$ cat src/rtl/pipe_stage_skid.sv
// Pipeline boundary register with a 2-entry skid buffer (main/head + skid) carrying payload and side request.
// Latency: 1 cycle from accept to out_valid; all outputs come straight from registers (no in_* -> out_* path).
// Backpressure: in_ready drops only when the skid holds an entry; stall[STAGE] blocks accepts, stall[STAGE+1] freezes the head.
module pipe_stage_skid #(
  parameter int DATA_WD     = 64,
  parameter int REQ_WD      = 69,
  parameter int STALL_WD    = 6,
  parameter int STAGE       = 4,   // STAGE+1 must be a valid index into stall
  parameter bit ZERO_BUBBLE = 1'b1
) (
  input  logic                clk,
  input  logic                resetn,
  input  logic                flush,
  input  logic [STALL_WD-1:0] stall,
  input  logic                in_valid,
  input  logic [DATA_WD-1:0]  in_bus,
  input  logic [REQ_WD-1:0]   in_req,
  output logic                in_ready,
  output logic                out_valid,
  output logic [DATA_WD-1:0]  out_bus,
  output logic [REQ_WD-1:0]   out_req,
  input  logic                out_ready,
  output logic [1:0]          occ
);

  logic               main_vld_q, main_vld_d;
  logic [DATA_WD-1:0] main_bus_q, main_bus_d;
  logic [REQ_WD-1:0]  main_req_q, main_req_d;
  logic               skid_vld_q, skid_vld_d;
  logic [DATA_WD-1:0] skid_bus_q, skid_bus_d;
  logic [REQ_WD-1:0]  skid_req_q, skid_req_d;

  logic accept;
  logic pop;

  // Only two bits of the stall vector matter to this stage; the rest are folded here.
  logic unused_stall;
  assign unused_stall = ^stall;

  // Ready depends on state only, so upstream never sees a combinational loop through this stage.
  assign in_ready = !skid_vld_q;
  assign accept   = in_valid && in_ready && !stall[STAGE];
  assign pop      = main_vld_q && out_ready && !stall[STAGE+1];

  assign out_valid = main_vld_q;
  assign out_bus   = (ZERO_BUBBLE && !main_vld_q) ? '0 : main_bus_q;
  assign out_req   = (ZERO_BUBBLE && !main_vld_q) ? '0 : main_req_q;
  assign occ       = {1'b0, main_vld_q} + {1'b0, skid_vld_q};

  // Next-state: flush wipes everything; otherwise pop/accept decide where entries move.
  always_comb begin
    main_vld_d = main_vld_q;
    main_bus_d = main_bus_q;
    main_req_d = main_req_q;
    skid_vld_d = skid_vld_q;
    skid_bus_d = skid_bus_q;
    skid_req_d = skid_req_q;
    if (flush) begin
      main_vld_d = 1'b0;
      main_bus_d = '0;
      main_req_d = '0;
      skid_vld_d = 1'b0;
      skid_bus_d = '0;
      skid_req_d = '0;
    end else if (pop) begin
      if (accept) begin
        // accept implies the skid is empty, so the new entry goes straight to the head
        main_vld_d = 1'b1;
        main_bus_d = in_bus;
        main_req_d = in_req;
      end else if (skid_vld_q) begin
        main_vld_d = 1'b1;
        main_bus_d = skid_bus_q;
        main_req_d = skid_req_q;
        skid_vld_d = 1'b0;
        skid_bus_d = '0;
        skid_req_d = '0;
      end else begin
        // head drains into a bubble; zeroed fields keep a stale request from reissuing
        main_vld_d = 1'b0;
        main_bus_d = '0;
        main_req_d = '0;
      end
    end else if (accept) begin
      if (!main_vld_q) begin
        main_vld_d = 1'b1;
        main_bus_d = in_bus;
        main_req_d = in_req;
      end else begin
        skid_vld_d = 1'b1;
        skid_bus_d = in_bus;
        skid_req_d = in_req;
      end
    end
  end

  // State registers; reset clears entries immediately, independent of the clock.
  always_ff @(posedge clk or negedge resetn) begin
    if (!resetn) begin
      main_vld_q <= 1'b0;
      main_bus_q <= '0;
      main_req_q <= '0;
      skid_vld_q <= 1'b0;
      skid_bus_q <= '0;
      skid_req_q <= '0;
    end else begin
      main_vld_q <= main_vld_d;
      main_bus_q <= main_bus_d;
      main_req_q <= main_req_d;
      skid_vld_q <= skid_vld_d;
      skid_bus_q <= skid_bus_d;
      skid_req_q <= skid_req_d;
    end
  end

endmodule

$ cat config.mk
export PLATFORM = sky130hd
export DESIGN_NAME = pipe_stage_skid
export DESIGN_NICKNAME = d
export VERILOG_FILES = /design/src/rtl/pipe_stage_skid.sv
export SDC_FILE = /design/constraint.sdc
export NUM_CORES = 1
export LEC_CHECK = 0
export CAP_MARGIN = 10
export CORE_AREA = 4 4 196 160
export DETAILED_ROUTE_END_ITERATION = 10
export DIE_AREA = 0 0 200 164
export HOLD_SLACK_MARGIN = 0.08
export PLACE_DENSITY = 0.7
export SYNTH_ARGS = -nofsm -noshare
export SYNTH_HDL_FRONTEND = slang
export SYNTH_SLANG_ARGS = --single-unit
$ cat constraint.sdc
create_clock -name clk -period 2.7 [get_ports clk]
set_input_delay 0.54 -clock clk [delete_from_list [all_inputs] [get_ports clk]]
set_output_delay 0.54 -clock clk [all_outputs]
set_load 0.02 [all_outputs]
==> summary.md <==
| Metric | Value |
|---|---|
| TritonCTS clock tree | yes |
| Core Util, Final | 0.549 |
| Routing usage on met3 | 0.0314 |
| Most used cell along the critical path | buf_4 |
| Layout cells sized above 1 | 0.0809 |
| Clk root buf | clkbuf_16 |
| GRT overflow | 0 |
| Post-route setup slack | between 0.05 and 0.06 ns |
| WP data arrival | 2.10 ns |
| HPWL Detailed | approximately 22 mm |
| Pre-CTS setup slack | 0.0821 ns |
| Routability cong. | 0.763 |
| Delay of the slowest critical-path stage | 0.55 ns |
| DRT Wirelength | 35.1 mm |
| Cell Area, Synth | 11,600 um^2 |
| Slew @ Worst Pin | roughly 0.74 ns |
| Layout area overhead | 38.1% |
| Final Max Tran Viols | 0 |
| Top post-synthesis cells by area | dfrtp_1 (58%), a22o_1 (10%), a22oi_1 (8.6%) |
| Worst Hold Class | reg -> reg |
| Pin count of the biggest net entering global routing | 134 |
| DR pass1 iterations | 5 |
| Asr flop ratio synth | 1.00 |
| Slowest cell on crit path | dfrtp_4 |
| Core Region | 29,200 um^2 |
| DR WL/cell | 20.7 um |
| DR vias | between 9,000 and 10,000 |
| I/O Pins | approximately 280 |
| Max-cap violations | 0 |
| Syn_nets | between 1,000 and 1,500 |
| Period utilization | 0.978 |
| Routed Antenna Nets | 0 |
| Yosys reg bits | 268 |
| Inserted Clock Buffers | 28 |
| Endpoints failing hold | 0 |
| Top-count cell post-synth | dfrtp_1 |
| Type of origin of the critical path | flop |
| Initial antenna violation count | 1 |
| Vias in the first global route | 9,494 |
| Yosys top cell by area | dfrtp_1 |
| Largest buffer count on any clock path | 3 |
| Yosys top cell area share | 0.578 |
| Total GRT Usage | 0.208 |
| Worst setup EP type | output port |
| First-pass GRT wire length | 55.1 mm |
| Final setup viols | 0 |
| Fmax achieved | ~0.38 GHz |
| Synth Flop Type | dfrtp_1 |
| Tmin final | 2.64 ns |
| Crit path max fanout | 7 |
| VDD IR max | 0.452 mV |
| Busiest layer in global routing | met2 |
| DRC | 0 |
| Final-stage net count | 1,446 |
| Number of port buffers | 276 |
| Clock latency on the worst-skew pair | 0.54 ns |
| Die height | approximately 160 um |
| Vias per Instance | about 5.6 |
| Setup Crit Path Kind | reg -> out |
| CP Cell Sequence | buf_4 > buf_4 > and2_1 > clkdlybuf4s50_1 |
| Post-synth EDFFs | 0 |
| Sequential fraction of the synthesis area | 0.578 |
| Routing usage on met1 | 0.305 |
| H-tree levels | 1 |
| Die width | approximately 200 um |
| Ys Warns | 0 |
| Rel. slew slack | 0.505 |
| Reg clk slew, reported paths | 0.06 ns |
| Pleak | 8.39 nW |
| Most frequent cells after synthesis | dfrtp_1 (268), nand2_1 (135), a22o_1 (133), a22oi_1 (133), and2_1 (133) |
| Die area | 32,800 um^2 |
| Status | completed |
| Mean area per synthesized cell | 11.0 um^2 |
| FP Rows | 56 |
| Skew final | 0.0279 ns |
| Met2 Use GR | 0.323 |
| Initial Utilization | 0.397 |
| CTS Sinks | approximately 270 |
| Worst Path Required | 2.16 ns |
| DRT iter0 DRCs | 619 |
| Unique masters post-synth | 29 |
| RSZ-0062 raised after global routing | false |
| Pwr Density | 587 nW/um^2 |
| Cells after Synth | 1,055 |
-- where the power goes --
part | switching (mW) | internal [mW] | total (mW)
Sequential | 0.107 | 4.23 | 4.34
Clock | 1.61 | 2.33 | 3.94
Combinational | 0.611 | 0.517 | 1.13
-- logic make-up (layout without fill, tap and decap cells) --
kind of cell,Yosys count,after routing,share of synthesized area
AOI/OAI and AO/OA,403,403,0.250
buffers and inverters,105,373,0.0471
and+or+nand+nor,277,277,0.123
DFF,268,268,0.578
muxes,1,1,0.000863
other,0,1,0
adders and majority gates,1,1,0.00108
-- metal layers --
| layer | vias up | wire length, um |
|---|---|---|
| li1 | 4288 | - |
| met5 | - | 0 |
| met4 | 0 | 1020 |
| met2 | 315 | 16600 |
| met1 | 4821 | 15500 |
| met3 | 62 | 1970 |
-- sequential cells by signal (all words and copies together) (netlist names) --
register	count
skid_req_q	69
out_valid	1
skid_vld_q	1
skid_bus_q	64
main_bus_q	64
main_req_q	69
-- critical path, delay by kind of cell (launching register included) --
kind | cells | cell delay, ns
buf+inv | 3 | 0.87
flops | 1 | 0.55
simple gates | 1 | 0.13
-- path summary, 6_finish.rpt --
kind / from / to / slack, ns / cells after the start
setup / recovery: out_valid / out_bus[45] / 0.06 / 4
hold reg to reg: main_bus_q[20] / main_bus_q[20] / 0.47 / 2
setup reg to reg: out_valid / main_req_q[1] / 0.57 / 6
max in group asynchronous: resetn / skid_req_q[51] / 1.39 / 3
hold / removal: main_bus_q[20] / main_bus_q[20] / 0.47 / 2
min in group asynchronous: resetn / main_bus_q[54] / 0.55 / 2
-- layout by cell type (no fill, tap or decap), types with 2 or more instances in the layout --
cell / instances
buf_4: 20
dlygate4sd2_1: 15
clkdlybuf4s50_1: 196
a22o_1: 133
buf_6: 3
o21ai_1: 61
clkbuf_16: 28
buf_12: 19
clkinv_2: 5
clkbuf_8: 8
nand2_1: 135
and2_1: 133
clkbuf_1: 6
dlymetal6s2s_1: 64
bufinv_16: 2
dfrtp_1: 267
o21ai_0: 63
a22oi_1: 133
o21ai_2: 9
-- final cells by class --
type                            instances  area (um^2)
Clock buffer                           42          833
Multi-Input combinational cell        682         4380
Fill cell                            2534        13200
Inverter                                1         3.75
Timing Repair Buffer                  320         3510
Antenna cell                            1         2.50
Clock inverter                         10          118
Tap cell                              377          472
Sequential cell                       268         6710
-- through the flow --
stage,instance area (um^2),cells,hold WS (ns),power [mW],TNS (ns)
finish,16000,1701,0.469,9.41,0
global route,16000,1701,0.500,9.81,0
CTS,15900,1700,0.476,9.52,-0.00302
detailed placement,14900,1643,0.462,5.55,0
global placement,14900,1643,0.456,5.52,0
floorplan,11600,1055,0.244,4.91,0
-- repair_timing --
item / in CTS / in global routing
hold endpoints to repair: 49 / 0
setup endpoints to repair: 118 / 60
resized for setup: 18 / 65
hold buffers: 1 / 0
setup buffers: 4 / 0
No activity file was read; power rests on OpenSTA's default activity.
